### src/rtl/vga_reg_display.sv
// rtl/vga_reg_display.sv - VGA renderer showing a register bank as 0/1 glyphs; optional change highlight via VGA_REG_HIGHLIGHT_EN
module vga_reg_display #(
    parameter int H_ACTIVE  = 1280,
    parameter int H_FP      = 48,
    parameter int H_SYNC    = 112,
    parameter int H_BP      = 248,
    parameter int V_ACTIVE  = 1024,
    parameter int V_FP      = 1,
    parameter int V_SYNC    = 3,
    parameter int V_BP      = 38,
    parameter int ROWS      = 32,
    parameter int WORD_W    = 32,
    parameter int X0        = 64,
    parameter int Y0        = 0,
    parameter int HL_FRAMES = 60
) (
    input  logic                    clk,
    input  logic                    rst,
    input  logic                    wr_en,
    input  logic [$clog2(ROWS)-1:0] wr_addr,
    input  logic [WORD_W-1:0]       wr_data,
    output logic                    vga_hsync,
    output logic                    vga_vsync,
    output logic                    vga_de,
    output logic [3:0]              vga_r,
    output logic [3:0]              vga_g,
    output logic [3:0]              vga_b,
    output logic                    frame_start
);
    localparam int ADDR_W  = $clog2(ROWS);
    localparam int H_TOTAL = H_ACTIVE + H_FP + H_SYNC + H_BP;
    localparam int V_TOTAL = V_ACTIVE + V_FP + V_SYNC + V_BP;
    localparam int HX_W    = $clog2(H_TOTAL);
    localparam int VY_W    = $clog2(V_TOTAL);
    localparam int COL_W   = (WORD_W > 1) ? $clog2(WORD_W) : 1;

    localparam logic [HX_W-1:0] SX_LAST = HX_W'(H_TOTAL - 1);
    localparam logic [HX_W-1:0] HS_BEG  = HX_W'(H_ACTIVE + H_FP);
    localparam logic [HX_W-1:0] HS_END  = HX_W'(H_ACTIVE + H_FP + H_SYNC);
    localparam logic [HX_W-1:0] HA      = HX_W'(H_ACTIVE);
    localparam logic [HX_W-1:0] FX0     = HX_W'(X0);
    localparam logic [HX_W-1:0] FW      = HX_W'(8 * WORD_W);
    localparam logic [VY_W-1:0] SY_LAST = VY_W'(V_TOTAL - 1);
    localparam logic [VY_W-1:0] VS_BEG  = VY_W'(V_ACTIVE + V_FP);
    localparam logic [VY_W-1:0] VS_END  = VY_W'(V_ACTIVE + V_FP + V_SYNC);
    localparam logic [VY_W-1:0] VA      = VY_W'(V_ACTIVE);
    localparam logic [VY_W-1:0] FY0     = VY_W'(Y0);
    localparam logic [VY_W-1:0] FH      = VY_W'(16 * ROWS);

    localparam logic [11:0] C_BG = 12'h537;
    localparam logic [11:0] C_ON = 12'hFFF;
    localparam logic [11:0] C_HL = 12'hFF0;

    logic [HX_W-1:0]   sx;
    logic [VY_W-1:0]   sy;
    logic [WORD_W-1:0] mem [ROWS];

    // Stage 0: free-running pixel/line counters
    always_ff @(posedge clk) begin
        if (rst) begin
            sx <= '0;
            sy <= '0;
        end else if (sx == SX_LAST) begin
            sx <= '0;
            sy <= (sy == SY_LAST) ? '0 : sy + 1'b1;
        end else begin
            sx <= sx + 1'b1;
        end
    end

    // Offsets wrap to large values left of / above the origin, so one
    // unsigned compare per axis decides field membership.
    logic [HX_W-1:0]   dx;
    logic [VY_W-1:0]   dy;
    logic              in_field;
    logic [ADDR_W-1:0] row_idx;
    logic              hs0, vs0, de0, fs0, wr_ok, row_hl;

    assign dx       = sx - FX0;
    assign dy       = sy - FY0;
    assign in_field = (dx < FW) && (dy < FH);
    assign row_idx  = (dy < FH) ? dy[4 +: ADDR_W] : '0;
    assign hs0      = !((sx >= HS_BEG) && (sx < HS_END));
    assign vs0      = !((sy >= VS_BEG) && (sy < VS_END));
    assign de0      = (sx < HA) && (sy < VA);
    assign fs0      = (sx == '0) && (sy == '0);
    assign wr_ok    = wr_en && ({1'b0, wr_addr} < (ADDR_W + 1)'(ROWS));

    // Register bank write port; stage-1 reads see the pre-write contents
    always_ff @(posedge clk) begin
        if (rst) begin
            for (int r = 0; r < ROWS; r++) mem[r] <= '0;
        end else if (wr_ok) begin
            mem[wr_addr] <= wr_data;
        end
    end

`ifdef VGA_REG_HIGHLIGHT_EN
    localparam int HL_W = $clog2(HL_FRAMES + 1);
    logic [HL_W-1:0] hl_cnt [ROWS];

    // Per-row highlight timers: a write reloads, each frame start counts down
    always_ff @(posedge clk) begin
        if (rst) begin
            for (int r = 0; r < ROWS; r++) hl_cnt[r] <= '0;
        end else begin
            for (int r = 0; r < ROWS; r++) begin
                if (wr_ok && (wr_addr == ADDR_W'(r)))
                    hl_cnt[r] <= HL_W'(HL_FRAMES);
                else if (fs0 && (hl_cnt[r] != '0))
                    hl_cnt[r] <= hl_cnt[r] - 1'b1;
            end
        end
    end

    assign row_hl = (hl_cnt[row_idx] != '0);
`else
    assign row_hl = 1'b0;
`endif

    logic [WORD_W-1:0] s1_word;
    logic [3:0]        s1_gy;
    logic [2:0]        s1_gx;
    logic [COL_W-1:0]  s1_col;
    logic              s1_field, s1_hl, s1_hs, s1_vs, s1_de, s1_fs;

    // Stage 1: fetch the row word and glyph coordinates, delay syncs
    always_ff @(posedge clk) begin
        if (rst) begin
            s1_word  <= '0;
            s1_gy    <= '0;
            s1_gx    <= '0;
            s1_col   <= '0;
            s1_field <= 1'b0;
            s1_hl    <= 1'b0;
            s1_hs    <= 1'b1;
            s1_vs    <= 1'b1;
            s1_de    <= 1'b0;
            s1_fs    <= 1'b0;
        end else begin
            s1_word  <= mem[row_idx];
            s1_gy    <= dy[3:0];
            s1_gx    <= dx[2:0];
            s1_col   <= dx[3 +: COL_W];
            s1_field <= in_field;
            s1_hl    <= row_hl;
            s1_hs    <= hs0;
            s1_vs    <= vs0;
            s1_de    <= de0;
            s1_fs    <= fs0;
        end
    end

    function automatic logic [7:0] glyph_line(input logic one, input logic [3:0] gy);
        if (one)
            return ((gy >= 4'd2) && (gy <= 4'd13)) ? 8'b00011000 : 8'b00000000;
        else if ((gy == 4'd2) || (gy == 4'd13))
            return 8'b01111110;
        else if ((gy >= 4'd3) && (gy <= 4'd12))
            return 8'b01000010;
        else
            return 8'b00000000;
    endfunction

    logic [COL_W-1:0] bit_idx;
    logic [7:0]       line_bits;
    logic             pix_on;
    logic [11:0]      rgb_next, rgb_q;

    assign bit_idx   = COL_W'(WORD_W - 1) - s1_col;
    assign line_bits = glyph_line(s1_word[bit_idx], s1_gy);
    assign pix_on    = line_bits[3'd7 - s1_gx];

    // Colour select: blanking, then background, then glyph ink
    always_comb begin
        rgb_next = 12'h000;
        if (!s1_de)
            rgb_next = 12'h000;
        else if (!s1_field)
            rgb_next = C_BG;
        else if (pix_on)
            rgb_next = s1_hl ? C_HL : C_ON;
        else
            rgb_next = C_BG;
    end

    // Stage 2: register colour alongside the twice-delayed syncs
    always_ff @(posedge clk) begin
        if (rst) begin
            rgb_q       <= '0;
            vga_hsync   <= 1'b1;
            vga_vsync   <= 1'b1;
            vga_de      <= 1'b0;
            frame_start <= 1'b0;
        end else begin
            rgb_q       <= rgb_next;
            vga_hsync   <= s1_hs;
            vga_vsync   <= s1_vs;
            vga_de      <= s1_de;
            frame_start <= s1_fs;
        end
    end

    assign vga_r = rgb_q[11:8];
    assign vga_g = rgb_q[7:4];
    assign vga_b = rgb_q[3:0];
endmodule

### config.mk
export PLATFORM = sky130hd
export DESIGN_NAME = vga_reg_display
export DESIGN_NICKNAME = d
export VERILOG_FILES = /design/src/rtl/vga_reg_display.sv
export SDC_FILE = /design/constraint.sdc
export NUM_CORES = 2
export LEC_CHECK = 0
export CAP_MARGIN = 15
export CORE_AREA = 2 2 342 344
export CTS_CLUSTER_DIAMETER = 150
export DETAILED_ROUTE_END_ITERATION = 8
export DIE_AREA = 0 0 344 346
export GPL_TIMING_DRIVEN = 0
export SLEW_MARGIN = 40
export SYNTH_ARGS = -nofsm -noshare
export SYNTH_HDL_FRONTEND = slang
export SYNTH_SLANG_ARGS = --single-unit
export TNS_END_PERCENT = 30
### constraint.sdc
create_clock -name clk -period 4.61 [get_ports clk]
set_input_delay 0.922 -clock clk [delete_from_list [all_inputs] [get_ports clk]]
set_output_delay 0.922 -clock clk [all_outputs]
set_load 0.02 [all_outputs]
== Word-level counts from Yosys, hierarchy flattened ==
Memories as Yosys holds them, arrays and structs flattened. A register that Yosys moved wholly into a read port is not among the register bits.
Cells that the tools add are included.
Widths: inputs -> output; s select.
Word-level totals
  flip-flop bits (word level): 55
  bits in writable memories: 1024
  logic and storage cells: 78
  bits of input ports: 40
  memories kept: 1
Cells by class
  equal/unequal tests: 4
  $lt $le $gt $ge: 14
  bitwise gates (word level): 2
  add/subtract/negate cells: 5
  reduce and logical (&&, ||, !) cells: 16
  mux-type cells: 20
Memory list
  mem: depth 32, bits a word 32, read ports 1, clocked after memory_dff 1, wr ports 32, line 56  | logic [WORD_W-1:0] mem [ROWS];
Operators by type and width (number)
  $lt 11x11->1 const B: 4
  $mux 32: 1
  $reduce_or 32->1: 1
  $add 11x1->11 const B: 2
  $eq 11x11->1 const B: 2
  $ge 11x11->1 const B: 2
  $logic_not 11->1: 2
  $mux 11: 2
  $mux 7: 3
  $mux 5: 3
  $mux 12: 1
  $lt 11x10->1 const B: 1
  $lt 11x9->1 const B: 1
  $sub 11x7->11 const B: 1
  $ge 4x2->1 const B: 2
  $le 4x4->1 const B: 2
  $mux 1: 8
  $logic_and 1x1->1: 7
  $lt 5x6->1 const B: 1
  $bmux 1 s5: 1
  $sub 5x5->5 const A: 1
  $eq 4x2->1 const B: 1
  $eq 4x4->1 const B: 1
  $lt 3x4->1 const B: 1
  other kinds (7): 10

== Logic depth before layout (Yosys ltp) ==
  word-level depth: 9
  mapped depth: 9
  gate-level depth less buffers: 7

== Worst setup path before layout ==
No wires, ideal clock.
  path kind: input -> register
  start point: input rst
  end point: memory mem[20][0], enable pin
  data arrival time: 3989 ps
  stages on the path: 5
  library setup time: 466 ps
  buffers on the path: 2
  path slack: 155 ps
  cells stage by stage: nand2b_1 -> or3_1 -> clkbuf_1 -> buf_2 -> o21ai_0
RTL lines
  from (decl): line 18  | input logic rst,
  to (decl): line 56

==> reports/results.ini <==
[floorplan]
core_sq_um = 115000
design.die.area_sq_um = 119000
io_pins = 56
core.rowCount = 125
fp.dieW_um = 344
start_util_pct = 44.6
die_y_um = 346

[worst_setup_path]
crit_path_max_fanout = 10
reg2reg_depth = 8
rrSetupSlack_ps = 1220
critPathMaxStageDelay_ps = 630
r2r-start = sy[4]
crit_slowest_cell = nor2_1
worstSetupEndpointType = flip-flop
timing.rr.end = s1_word[11]
worstPathRequired_ps = 5190
critPathKind = in2reg
cpMostUsedCell = nor2_1
cp_cell_sequence = clkdlybuf4s50_1, nand2b_1, nor2_1, nand2_1, clkbuf_2, nor2_1, clkbuf_1, and2_1
worstPathBufferInverterCount = 3
startpoint_type = primary input
arrival_ps = 4160
critical-path-top-delay-family = buffers and inverters

[cells_and_area]
final_cell_mix = and2_1, edfxtp_1, clkbuf_1
final_cells = 5758
syn2layout_area_growth_pct = 14.9
layout_commonest_cell = and2_1
fillCellCount = 10000
fin_nets = 4177
final_core_util_pct = 51.3
multi_input_area_sq_um = 17500
drive_gt1_share_pct = 14.4
seq_area_sq_um = 32300

[power_and_ir_drop]
p_per_area_nw_per_um2 = 378
netSwitchingPower_uw = 4900
power.internal_uw = 17500
peakVddDrop_uv = 315
netSwitchingFraction_pct = 21.9
combPwrFrac_pct = 4.6
clkPwrFrac_pct = 43.7
leakagePower_uw = 0.0200
seqPwrFrac_pct = 51.7

[drt]
num_vias = 33200
first_pass_iters = 7
antenna_left = 0
via_per_inst = 5.77
wl_per_cell_um = 27.6
drt-initial-drc-count = 3607
wl_mm = 159
drc = 0

[clock_network]
cts.sinks = 1101
cts_root_buffer = clkbuf_16
numCtsBuffers = 117
clockBufferDepth = 3
h-tree-depth = 3
clk_latency_ps = 710
cts_tree = yes
clk_pin_slew_ps = 60
post_cts_resized = 0
cts_setup_buffers = 0
hold_buffers = 0

[grt]
grt_pass1_vias = 32600
grt_max_degree = 19
groute.usage.overall_pct = 26.5
antenna_found_initial = 6
grt_first_pass_wirelength_mm = 226
grt_overflow = 0

[timing]
worstMarginPinSlew_ps = 949
rsz0062_at_grt = false
setup_violations = 0
clock.fmax_ghz = 0.280
final-hold-violation-count = 0
period_share_pct = 77.6
post-route-min-period_ps = 3580
skew_ps = 23.5
fin_worst_hold_slack_ps = 411
layout_setup_ws_ps = 1030
drv_slew = 0
slew_headroom_pct = 36.7

[logic_synthesis]
ys_ff_latch = 1101
syn_nets = 3944
ys_warn_count = 0
synth_enable_flop_cells = 1024
seq_area_frac_synth_pct = 62.7
synth_cell_types = 57
synthArstFlopShare_pct = 0
synth_area_sq_um = 51500
synth_flop_cell = edfxtp_1
avgSynthCellArea_sq_um = 13.2
netlist_instances = 3895

[min_path]
min_from = s1_hs
min_path_cells = 1
hold_end = vga_hsync
hold_path.class = reg2reg

[placement]
gp_congestion = 1.01
portBuffers = 55
place_hpwl_mm = 119
pre_cts_ws_ps = 490
dp_cells = 5533

[run]
cap_violations = 0

[run_status]
status = complete, no violations

[area by class of cell]
| type | count | area share (%) |
|---|---|---|
| sequential | 1101 | 54.6 |
| multi-input combinational | 2338 | 29.6 |
| clock buffer | 161 | 5.66 |
| tap | 1524 | 3.22 |
| buffer | 411 | 3.16 |
| timing repair buffer | 114 | 2.43 |
| clock inverter | 62 | 1.04 |
| inverter | 45 | 0.286 |
| antenna | 2 | 0.00846 |
[cell families (layout without fill, tap and decap cells)]
family / count (synthesis) / after routing / synth area share, %
other cells: 0 / 2 / 0
flops: 1101 / 1101 / 62.7
fa+ha+maj: 9 / 9 / 0.219
buf+inv: 456 / 793 / 3.94
xor+xnor: 19 / 19 / 0.323
compound gates: 529 / 529 / 7.22
mux: 267 / 267 / 7.80
simple gates: 1514 / 1514 / 17.8
[metrics by stage]
step	setup TNS [ps]	power, uW	cell area (sq um)
global route	0	22900	59200
global placement	-2654130	12700	53900
finish	0	22400	59200
CTS	0	22400	59100
detailed placement	0	12800	55200
floorplan	0	12300	51500
[synth_stat cells, types with 19 or more instances]
library cell / instances / area (sq um)
o2bb2ai_1: 64 / 561
dfxtp_1: 77 / 1540
o221a_2: 32 / 360
a311oi_1: 32 / 280
a221oi_1: 32 / 280
nor3_1: 104 / 521
a211oi_1: 33 / 248
mux4_2: 104 / 2340
buf_6: 19 / 214
edfxtp_1: 1024 / 30700
buf_2: 61 / 305
or3_1: 36 / 225
nand2b_1: 34 / 213
or2_2: 36 / 225
o2111ai_1: 65 / 569
nand2_1: 41 / 154
nor2_1: 103 / 387
mux2_2: 32 / 360
and3_1: 39 / 244
o22ai_1: 33 / 206
and2_1: 1026 / 6420
buf_4: 24 / 180
o21ai_0: 118 / 591
inv_1: 44 / 165
clkbuf_1: 298 / 1120
or4b_1: 32 / 320
mux2i_1: 131 / 1310
a21oi_1: 98 / 490
[power by group through the flow]
stage | logic [uW] | registers [uW] | clock network [uW]
finish | 1030 | 11600 | 9770
global route | 1090 | 11600 | 10200
global placement | 893 | 11800 | 0
CTS | 1030 | 11600 | 9820
floorplan | 511 | 11800 | 0
detailed placement | 1030 | 11800 | 0
[routing by layer]
layer / track usage [%] / part of all wire [%] / wire [um] / up-vias
met5: 0 / 0 / 0 / -
met3: 3.61 / 6.8 / 10800 / 348
met2: 39.3 / 44 / 69900 / 1390
met4: 15.3 / 6.7 / 10600 / 0
met1: 37.3 / 42 / 67400 / 16700
li1: - / - / - / 14700
[sequential cells by signal, summed over array words and instances, names as in the netlist, 2 cells and up]
signal and count:
rgb_q 2, s1_gx 3, sy 11, s1_col 5, s1_gy 4, mem 1024
sx 11, s1_word 32
[how the worst max path moves through the flow]
stage	from	end	slack [ps]	depth (start not counted)
after global routing	rst	mem[25][21]	990	8
after global placement	rst	mem[6][17]	-3420	5
after CTS	sy[7]	s1_word[11]	1110	7
final	rst	mem[25][26]	1030	8
after floorplan	rst	mem[20][0]	150	5
after detailed placement	rst	mem[16][8]	490	8
(Power assumes the default switching activity.)
